### config.mk
export PLATFORM = sky130hd
export DESIGN_NAME = bus_demux_1_to_4
export DESIGN_NICKNAME = d
export VERILOG_FILES = /design/src/rtl/bus_demux_pkg.sv /design/src/rtl/bus_demux_watchdog.sv /design/src/rtl/bus_demux_1_to_4.sv
export SDC_FILE = /design/constraint.sdc
export NUM_CORES = 1
export LEC_CHECK = 0
export CAP_MARGIN = 20
export CORE_AREA = 2 2 121 123
export DETAILED_ROUTE_END_ITERATION = 8
export DIE_AREA = 0 0 123 125
export PLACE_DENSITY = 0.77
export SYNTH_ARGS = -nofsm -noshare
export SYNTH_HDL_FRONTEND = slang
export SYNTH_SLANG_ARGS = --single-unit
### constraint.sdc
create_clock -name clk_i -period 4.65 [get_ports clk_i]
set_input_delay 0.93 -clock clk_i [delete_from_list [all_inputs] [get_ports clk_i]]
set_output_delay 0.93 -clock clk_i [all_outputs]
set_load 0.02 [all_outputs]
### src/rtl/bus_demux_pkg.sv
// Shared types and constants for the 1-to-4 load/store bus demultiplexer.
package bus_demux_pkg;

   typedef enum logic [1:0] {
      IDLE = 2'd0,
      REQ  = 2'd1,
      WAIT = 2'd2,
      RESP = 2'd3
   } state_e;

   localparam int NUM_TARGETS        = 4;
   localparam int SEL_W              = 2;
   localparam int TIMEOUT_CYCLES_DEF = 255;
   localparam int WDOG_CNT_W         = 16;

   function automatic logic [NUM_TARGETS-1:0] sel_onehot(input logic [SEL_W-1:0] sel);
      return NUM_TARGETS'(1) << sel;
   endfunction

endpackage

### src/rtl/bus_demux_watchdog.sv
// Cycle counter that flags a target which stalls a request or a read response too long.
module bus_demux_watchdog
   import bus_demux_pkg::*;
#(
   parameter int TIMEOUT_CYCLES = TIMEOUT_CYCLES_DEF
) (
   input  logic clk_i,
   input  logic rst_i,
   input  logic clear_i,
   input  logic run_i,
   output logic expired_o
);

   logic [WDOG_CNT_W-1:0] cnt_q;

   always_ff @(posedge clk_i) begin
      if (rst_i || clear_i) begin
         cnt_q <= '0;
      end else if (run_i) begin
         cnt_q <= cnt_q + WDOG_CNT_W'(1);
      end
   end

   // Fires during the TIMEOUT_CYCLES-th waiting cycle so the FSM leaves on that edge.
   assign expired_o = run_i && (cnt_q == WDOG_CNT_W'(TIMEOUT_CYCLES - 1));

endmodule

### src/rtl/bus_demux_1_to_4.sv
// Single-outstanding load/store demux: one core request channel to four targets.
// Optional request/response watchdog is enabled by defining BUS_DEMUX_TIMEOUT_EN.
module bus_demux_1_to_4
   import bus_demux_pkg::*;
#(
   parameter int DATA_WIDTH     = 32,
   parameter int ADDR_WIDTH     = 32,
   parameter int SEL_LSB        = 28,
   parameter int TIMEOUT_CYCLES = TIMEOUT_CYCLES_DEF
) (
   input  logic                              clk_i,
   input  logic                              rst_i,
   input  logic                              req_valid_i,
   output logic                              req_ready_o,
   input  logic [ADDR_WIDTH-1:0]             req_addr_i,
   input  logic [DATA_WIDTH-1:0]             req_wdata_i,
   input  logic                              req_we_i,
   output logic                              resp_valid_o,
   output logic [DATA_WIDTH-1:0]             resp_rdata_o,
   output logic                              resp_err_o,
   output logic [NUM_TARGETS-1:0]            s_valid_o,
   input  logic [NUM_TARGETS-1:0]            s_ready_i,
   output logic [ADDR_WIDTH-1:0]             s_addr_o,
   output logic [DATA_WIDTH-1:0]             s_wdata_o,
   output logic                              s_we_o,
   input  logic [NUM_TARGETS-1:0]            s_rvalid_i,
   input  logic [NUM_TARGETS*DATA_WIDTH-1:0] s_rdata_i
);

   // Handshakes: a core request transfers on a rising edge with req_valid_i & req_ready_o;
   // a target transfer happens on an edge with s_valid_o[n] & s_ready_i[n], and until then
   // s_valid_o and the shared addr/wdata/we stay stable. Read data transfers on s_rvalid_i[n].
   state_e                  state_q;
   logic [ADDR_WIDTH-1:0]   addr_q;
   logic [DATA_WIDTH-1:0]   wdata_q;
   logic                    we_q;
   logic [SEL_W-1:0]        sel_q;
   logic [SEL_W-1:0]        sel_d;
   logic [NUM_TARGETS-1:0]  s_valid_q;
   logic                    resp_valid_q;
   logic                    resp_err_q;
   logic [DATA_WIDTH-1:0]   resp_rdata_q;
   logic [DATA_WIDTH-1:0]   rdata_sel;
   logic                    s_hs;
   logic                    s_rv;
   logic                    expired;

   assign sel_d     = req_addr_i[SEL_LSB +: SEL_W];
   assign s_hs      = s_ready_i[sel_q];
   assign s_rv      = s_rvalid_i[sel_q];
   assign rdata_sel = s_rdata_i[int'(sel_q)*DATA_WIDTH +: DATA_WIDTH];

`ifdef BUS_DEMUX_TIMEOUT_EN
   logic wdog_clear;
   logic wdog_run;

   assign wdog_clear = ((state_q == IDLE) && req_valid_i) ||
                       ((state_q == REQ) && s_hs && !we_q);
   assign wdog_run   = (state_q == REQ) || (state_q == WAIT);

   bus_demux_watchdog #(
      .TIMEOUT_CYCLES (TIMEOUT_CYCLES)
   ) u_watchdog (
      .clk_i     (clk_i),
      .rst_i     (rst_i),
      .clear_i   (wdog_clear),
      .run_i     (wdog_run),
      .expired_o (expired)
   );
`else
   // Without the watchdog a silent target simply holds the bus; the limit is unused.
   logic unused_timeout;
   assign unused_timeout = ^TIMEOUT_CYCLES;
   assign expired        = 1'b0;
`endif

   always_ff @(posedge clk_i) begin
      if (rst_i) begin
         state_q      <= IDLE;
         addr_q       <= '0;
         wdata_q      <= '0;
         we_q         <= 1'b0;
         sel_q        <= '0;
         s_valid_q    <= '0;
         resp_valid_q <= 1'b0;
         resp_err_q   <= 1'b0;
         resp_rdata_q <= '0;
      end else begin
         case (state_q)
            IDLE: begin
               if (req_valid_i) begin
                  addr_q    <= req_addr_i;
                  wdata_q   <= req_wdata_i;
                  we_q      <= req_we_i;
                  sel_q     <= sel_d;
                  s_valid_q <= sel_onehot(sel_d);
                  state_q   <= REQ;
               end
            end
            REQ: begin
               if (s_hs) begin
                  s_valid_q <= '0;
                  if (we_q) begin
                     resp_valid_q <= 1'b1;
                     resp_rdata_q <= '0;
                     state_q      <= RESP;
                  end else begin
                     state_q <= WAIT;
                  end
               end else if (expired) begin
                  s_valid_q    <= '0;
                  resp_valid_q <= 1'b1;
                  resp_err_q   <= 1'b1;
                  resp_rdata_q <= '0;
                  state_q      <= RESP;
               end
            end
            WAIT: begin
               if (s_rv) begin
                  resp_valid_q <= 1'b1;
                  resp_rdata_q <= rdata_sel;
                  state_q      <= RESP;
               end else if (expired) begin
                  resp_valid_q <= 1'b1;
                  resp_err_q   <= 1'b1;
                  resp_rdata_q <= '0;
                  state_q      <= RESP;
               end
            end
            RESP: begin
               resp_valid_q <= 1'b0;
               resp_err_q   <= 1'b0;
               state_q      <= IDLE;
            end
            default: begin
               state_q <= IDLE;
            end
         endcase
      end
   end

   assign req_ready_o  = (state_q == IDLE) && !rst_i;
   assign resp_valid_o = resp_valid_q;
   assign resp_rdata_o = resp_rdata_q;
   assign resp_err_o   = resp_err_q;
   assign s_valid_o    = s_valid_q;
   assign s_addr_o     = addr_q;
   assign s_wdata_o    = wdata_q;
   assign s_we_o       = we_q;

endmodule

# Word level (Yosys, flattened, before mapping)

Index checks and enable logic that the tools add are counted.

Output and inout port bits: 104
Word-level logic and storage cells: 49
Register bits: 106
Bits of input ports: 204

Eq/ne operators: 7
Mux-type cells: 20
Reductions and logical operators: 11
Shifts and indexed selects: 2
Order comparisons: 1

Operators by type and width:

| cell                  | number |
|---|---|
| $shiftx A128 B8 Y32   | 1 |
| $mux W32              | 3 |
| $pmux W32 S2          | 1 |
| $mux W4               | 2 |
| $ne A2 B2 Y1 const B  | 4 |
| $pmux W2 S4           | 1 |
| $pmux W4 S2           | 1 |
| $reduce_and A4 Y1     | 2 |
| $mux W1               | 6 |
| $mux W2               | 3 |
| $reduce_and A3 Y1     | 2 |
| $bmux W1 S2           | 2 |
| $eq A2 B2 Y1 const B  | 2 |
| $reduce_bool A2 Y1    | 2 |
| $shl A1 B2 Y4 const A | 1 |
| $lt A2 B3 Y1 const B  | 1 |
| $pmux W1 S3           | 1 |
| $reduce_bool A3 Y1    | 1 |
| $eq A2 B1 Y1 const B  | 1 |
| $logic_not A2 Y1      | 1 |
| $reduce_and A2 Y1     | 1 |
| $logic_and A1 B1 Y1   | 1 |
| $logic_not A1 Y1      | 1 |

# Logic depth before layout (Yosys ltp)

Gate-level depths: netlist (run 1).

Word-level depth: 4
Depth in mapped cells: 8
Mapped depth without buffers: 6

# Least setup slack after synthesis (run 1)

No wires, ideal clock.

Kind: input to output
From: input rst_i
To: output req_ready_o
Path buffers: 2
Arrival: 1650 ps
Data required time: 3720 ps
Setup slack: 2070 ps
Cell stages on the path: 3
Path through: clkbuf_1 -> clkbuf_1 -> nor2b_1

Longest elaborated chain between the ends: 2

Ends and longest elaborated chain:

| item                | line                    | text |
|---|---|---|
| start, declared     | bus_demux_1_to_4.sv:12  | `input logic rst_i,` |
| $logic_not A1 Y1    | bus_demux_1_to_4.sv:142 | `assign req_ready_o = (state_q == IDLE) && !rst_i;` |
| $logic_and A1 B1 Y1 | bus_demux_1_to_4.sv:142 |  |
| end, declared       | bus_demux_1_to_4.sv:14  | `output logic req_ready_o,` |

No other way between the ends.

# Worst setup path after layout (run 1)

From: register state_q[0]
To: output req_ready_o

Longest elaborated chain between the ends: 2

Ends and longest elaborated chain:

| item                   | line                    | text |
|---|---|---|
| start, declared        | bus_demux_1_to_4.sv:33  | `state_e state_q;` |
| start signal, assigned | bus_demux_1_to_4.sv:79  | `state_q <= IDLE;` |
| start signal, assigned | bus_demux_1_to_4.sv:97  | `state_q <= REQ;` |
| start signal, assigned | bus_demux_1_to_4.sv:106 | `state_q <= RESP;` |
| $logic_not A2 Y1       | bus_demux_1_to_4.sv:142 |  |
| $logic_and A1 B1 Y1    | bus_demux_1_to_4.sv:142 |  |

No other way between the ends.

==> metrics, run 1 <==
clock tree root driver cell=clkbuf_16; port bufs=306; WS Path Type=flip-flop to primary output; H-tree depth=3; Synth Register Bits=104; FF-to-FF Start=state_q[1]; final hold violation count=0; most common cell after layout, fill and taps aside=clkdlybuf4s50_1; met2 usage=a little under two fifths; syn_area_per_cell=9.19 um2; crit end category=primary output; setup bufs post-CTS=0; final core area utilization=just under 60%; top post-synthesis cells by area=dfxtp_1 (43%), mux4_2 (15%), nand2_1 (13%); post-route setup slack=1.77 ns; commonest cells after routing, fill and taps aside=clkdlybuf4s50_1 (305), nand2_1 (170), dfxtp_1 (102), a21oi_1 (69), mux4_2 (33); leakage=about 3 nW; met1 usage=23.6%; Final Max Tran Viols=0; CTS Buffer Depth=2; Die H=125 um; Ports=roughly 310; antenna diode count=0; hold buffers post-CTS=0; Critical Path Source=state_q[0]; synth warn=0; Final Setup Violations=0; largest net degree at the start of global routing=74; wire length per cell=17.1 um; Mapped Cells=532; top-area cell type share of the netlist area=between 40% and 50%; DRT iter0 DRCs=about 280; Remaining DRCs=0; Slew @ Worst Pin=0.812 ns; crit path time final=2.88 ns; min-delay src=s_valid_o[1]; global routing's busiest layer=met2; Post-Synth Adder-Cell Area=between 1 and 1.5%; mux contribution to synthesized area=17.2%; Compound-Gate Fraction of Synth Area=14.3%; Startpoint Class=flip-flop; max cap viols=0; Worst Skew=0.00789 ns; crit path max fanout=7; All-Layer GR Usage=between 20% and 30%; Hold Crit Class=flip-flop to flip-flop; post_cts resized=0; Post-Synth XOR/XNOR Area=0%; vias in the first global route=5029; sequential element share of the synthesized area=a little over two fifths; Worst Path Required=3.72 ns; CTS tree=done; pre-CTS WS=1.49 ns; RSZ-0062 raised after global routing=no; Worst-Skew Late Latency=0.34 ns; Initial Util=34.4%; status=finished, final reports clean; clk slew on worst S/H paths=0.08 ns; dpl hpwl=12.5 mm; met3 Use GR=7.80%; largest family of logic cells by synthesized area=simple AND/OR/NAND/NOR gates; filler instances=1270; vias per cell=just under 5; total power=3.27 mW; maximum vdd drop=0.223 mV; Power Density=393 nW/um2; TritonRoute pass-1 iters=4; routed wire length=17.0 mm; syn_nets=740; Die Footprint=15400 um2; post-route ant nets=0; Max Clock Freq=0.348 GHz; Yosys cell types=39; RD Place Congestion=0.748; share of cells above drive strength 1=12.8%; Post-Synth Simple-Gate Area=19.8%; global-route wire length before repair=25.9 mm; total CTS buffers=9; width of the die=123 um; post-synthesis cell area=4890 um2; CORE AREA=14200 um2; CTS Sinks=~100; Worst slew margin=45.9%; via count=4965; Final Non-Filler Cells=998; synthesis-to-finish area growth=70.4%; post-synth top area cell=dfxtp_1; grt ovf=0; initial antenna violation count=2; Rows=44; DP Cell Count=~980; Layout Nets=approximately 1000; total negative setup slack=0 ns; post-route clock period utilization=61.9%; Critical Path AT=1.95 ns
registers in the layout, indices dropped and copies added, names as in the netlist:
| name | flops |
|---|---|
| resp_rdata_o | 32 |
| resp_valid_o | 1 |
| s_addr_o | 32 |
| s_valid_o | 4 |
| s_wdata_o | 32 |
| s_we_o | 1 |
| state_q | 2 |
stage by stage:
| stage | area [um2] | hold slack, ns |
|---|---|---|
| CTS | 8330 | 0.453 |
| finish | 8330 | 0.452 |
| floorplan | 4890 | 0.468 |
| detailed placement | 8020 | 0.444 |
| global route | 8330 | 0.469 |
| global placement | 8020 | 0.437 |
logic make-up (layout without fill, tap and decap cells):
| logic type | count (synthesis) | after routing |
|---|---|---|
| compound gates | 109 | 109 |
| simple gates | 221 | 221 |
| buf+inv | 52 | 334 |
| fa+ha+maj | 4 | 4 |
| flops | 104 | 104 |
| other cells | 1 | 1 |
| mux | 41 | 41 |
synth_stat cells (all sizes together):
cell / instances
nand2: 171
dfxtp: 104
a21oi: 69
clkbuf: 33
mux4: 33
o21ai: 33
nand4: 32
buf: 15
mux2: 7
ha: 4
inv: 4
nor2b: 4
and2: 2
nand3: 2
o22ai: 2
or4: 2
or4b: 2
a21o: 1
a311oi: 1
conb: 1
mux2i: 1
nand2b: 1
nand3b: 1
nand4bb: 1
nor2: 1
nor3: 1
o211a: 1
o221a: 1
o221ai: 1
or2b: 1
routing by layer:
layer	vias up	routed length [um]
met1	2278	6360
met2	236	8390
li1	2419	-
met3	28	1810
met5	-	34
met4	4	433
final timing paths:
check,end,slack (ns),cells past startpoint
hold reg to reg,s_valid_o[1],0.45,2
setup reg to reg,resp_rdata_o[31],1.99,6
setup / recovery,req_ready_o,1.77,4
hold / removal,s_valid_o[1],0.45,2
critical path: stages, from the launching register on:
cell	delay, ns
dfxtp_1	0.37
inv_1	0.10
ha_1	0.30
nor2b_1	0.18
clkdlybuf4s50_1	0.66
power breakdown:
group / leakage (nW) / internal [mW] / total [mW] / switching [mW]
clock: 0.152 / 0.441 / 0.799 / 0.357
combinational: 1.93 / 0.634 / 1.36 / 0.731
sequential: 0.849 / 1.02 / 1.11 / 0.0902
layout make-up:
cell class | instances | area (um2) | area share, %
clock buffer | 10 | 239 | 2.87
clock inverter | 6 | 75.1 | 0.901
inverter | 4 | 15.0 | 0.180
multi-input combinational | 376 | 2570 | 30.8
sequential | 104 | 2080 | 25.0
tap | 184 | 230 | 2.76
timing repair buffer | 314 | 3120 | 37.4
Note: power is estimated with default switching activity, not from simulation.
==> run 2, diff against run 1 <==
CORE_AREA = 2 2 118 120   (was 2 2 121 123)
DIE_AREA = 0 0 120 122   (was 0 0 123 125)
PLACE_DENSITY = 0.8   (was 0.77)
clock period = 2.7 ns   (was 4.65 ns; I/O delays follow)
==> metrics, run 2 (synthesized netlist as in run 1, its figures left out) <==
via count=4939 (-0.52%); CTS tree=done; final instance area=8350 um2 (+0.26%); status=finished, final reports clean; Layout Nets=1022 (+0.49%); global-route wire length before repair=25.2 mm (-2.6%); Max Clock Freq=just over 0.4 GHz; DRT iter0 DRCs=396 (+42%); register area=2080 um2 (unchanged); TritonRoute pass-1 iters=4 (unchanged); Critical R2R Capture=resp_rdata_o[0]; Hold Crit Class=flip-flop to flip-flop; width of the die=120 um (-2.4%); initial antenna violation count=1 (-1); hold buffers post-CTS=0 (unchanged); Remaining DRCs=0 (unchanged); clk slew on worst S/H paths=0.07 ns (about the same); Die H=122 um (-2.4%); antenna diode count=0 (unchanged); total negative setup slack=0 ns (unchanged); CTS Buffer Depth=2 (unchanged); Final Setup Violations=0 (unchanged); R2R setup slack=0.53 ns (-1.46 ns); Die Footprint=14600 um2 (-4.8%); share of cells above drive strength 1=13.2% (+0.43 points); WS Path Type=flip-flop to primary output; crit path max fanout=7 (unchanged); Worst slew margin=63.3% (+17 points); synthesis-to-finish area growth=70.8%; Slew @ Worst Pin=0.550 ns (-0.262 ns); post-route ant nets=0 (unchanged); worst hold stages=2 (unchanged); crit path time final=2.46 ns; WHS=0.453 ns (+0.00110 ns); Final Non-Filler Cells=998 (unchanged); DP Cell Count=983 (+0.10%); most common cell after layout, fill and taps aside=clkdlybuf4s50_1; Power Density=665 nW/um2 (+69%); dpl hpwl=12.6 mm (+0.90%); CTS Sinks=104 (unchanged); largest net degree at the start of global routing=53 (-28%); CORE AREA=13500 um2 (-4.9%); Final Max Tran Viols=0 (unchanged); met3 WL=1.78 mm (-1.9%); Initial Util=36.2% (+1.8 points); FF-to-FF Start=state_q[0]; Rows=43 (-2.3%); post_cts resized=0 (unchanged); filler instances=1159 (-8.7%); setup bufs post-CTS=0 (unchanged); total power=5.55 mW (+70%); routed wire length=16.6 mm (-2.6%); RSZ-0062 raised after global routing=no; placed cell area=8070 um2 (+0.72%); clock tree root driver cell=clkbuf_16; Worst Path Required=2.16 ns (-1.56 ns); grt ovf=0 (unchanged); wire length per cell=16.6 um (-2.6%); max cap viols=0 (unchanged); highest routed layer=met5; crit end category=primary output; Met1 Wirelength=6.27 mm (-1.3%); area occupied by multi-input gates=2570 um2 (unchanged); commonest cells after routing, fill and taps aside=clkdlybuf4s50_1 (305), nand2_1 (170), dfxtp_1 (102), a21oi_1 (69), mux4_2 (33); post-route clock period utilization=around 91%; RD Place Congestion=0.867 (+16%); port bufs=306 (unchanged); final hold violation count=0 (unchanged); Worst-Skew Late Latency=0.35 ns (about the same); vias in the first global route=4925 (-2.1%); total CTS buffers=9 (unchanged); met2 WL=8.05 mm (-4.1%); Ports=308 (unchanged); H-tree depth=3 (unchanged); min-delay src=s_addr_o[13]; All-Layer GR Usage=22.1% (+0.39 points); r2r worst-path depth=5 (-1); Startpoint Class=flip-flop; Critical Path AT=1.92 ns (-0.03 ns); worst hold endpoint=s_addr_o[13]; leakage=2.94 nW (+0.44%); Worst Skew=0.00720 ns (-0.000693 ns); maximum vdd drop=0.419 mV (+88%); vias per cell=4.95 (-0.52%)
## run 2: cell types whose count changed in the layout (fill, tap and decap cells not counted)
| cell | change |
|---|---|
| buf_4 | +3 |
| buf_12 | +2 |
| bufinv_16 | -1 |
| clkbuf_8 | -1 |
| clkinvlp_4 | +1 |
## run 2: cell type report
type                            instances  share of cell area, %
Timing Repair Buffer                  319                   38.1
Multi-Input combinational cell        376                   30.8
Sequential cell                       104                   25.0
Clock buffer                            9                   2.70
Tap cell                              180                   2.70
Clock inverter                          6                  0.629
Inverter                                4                  0.180
## run 2: worst max path at each step
stage / from / end / slack, ns / cells past startpoint
2_1_floorplan: rst_i / req_ready_o / 0.90 / 3
3_3_place_gp: s_rvalid_i[0] / resp_rdata_o[0] / 0.41 / 5
3_5_place_dp: s_rvalid_i[0] / resp_rdata_o[0] / 0.38 / 5
4_1_cts: state_q[0] / req_ready_o / 0.19 / 4
5_1_grt: state_q[0] / req_ready_o / 0.11 / 4
6_report: state_q[0] / req_ready_o / 0.24 / 4
## run 2: worst max-delay path: stages (launching register included)
cell and delay, ns:
dfxtp_1 0.36, inv_1 0.10, ha_1 0.29, nor2b_1 0.18
clkdlybuf4s50_1 0.65
## run 2: power by group
part           internal (mW)  switching [mW]  leakage, nW  total (mW)
combinational           1.14            1.27         1.96        2.41
sequential              1.75           0.153        0.849        1.90
clock                  0.635           0.605        0.130        1.24
total                   3.53            2.03         2.94        5.55
## run 2: metrics by stage
step           setup WS [ns]  util, %
4_1_cts                0.187     61.8
3_3_place_gp           0.414     59.8
2_1_floorplan          0.900        -
3_5_place_dp           0.385     59.8
6_report               0.244     61.8
5_1_grt                0.112     61.8
## run 2: metal layers
| layer | track usage (%) | up-vias |
|---|---|---|
| met5 | 0 | - |
| met4 | 9.63 | 2 |
| met3 | 8.99 | 31 |
| met2 | 37.7 | 229 |
| met1 | 24.1 | 2245 |
| li1 | - | 2432 |
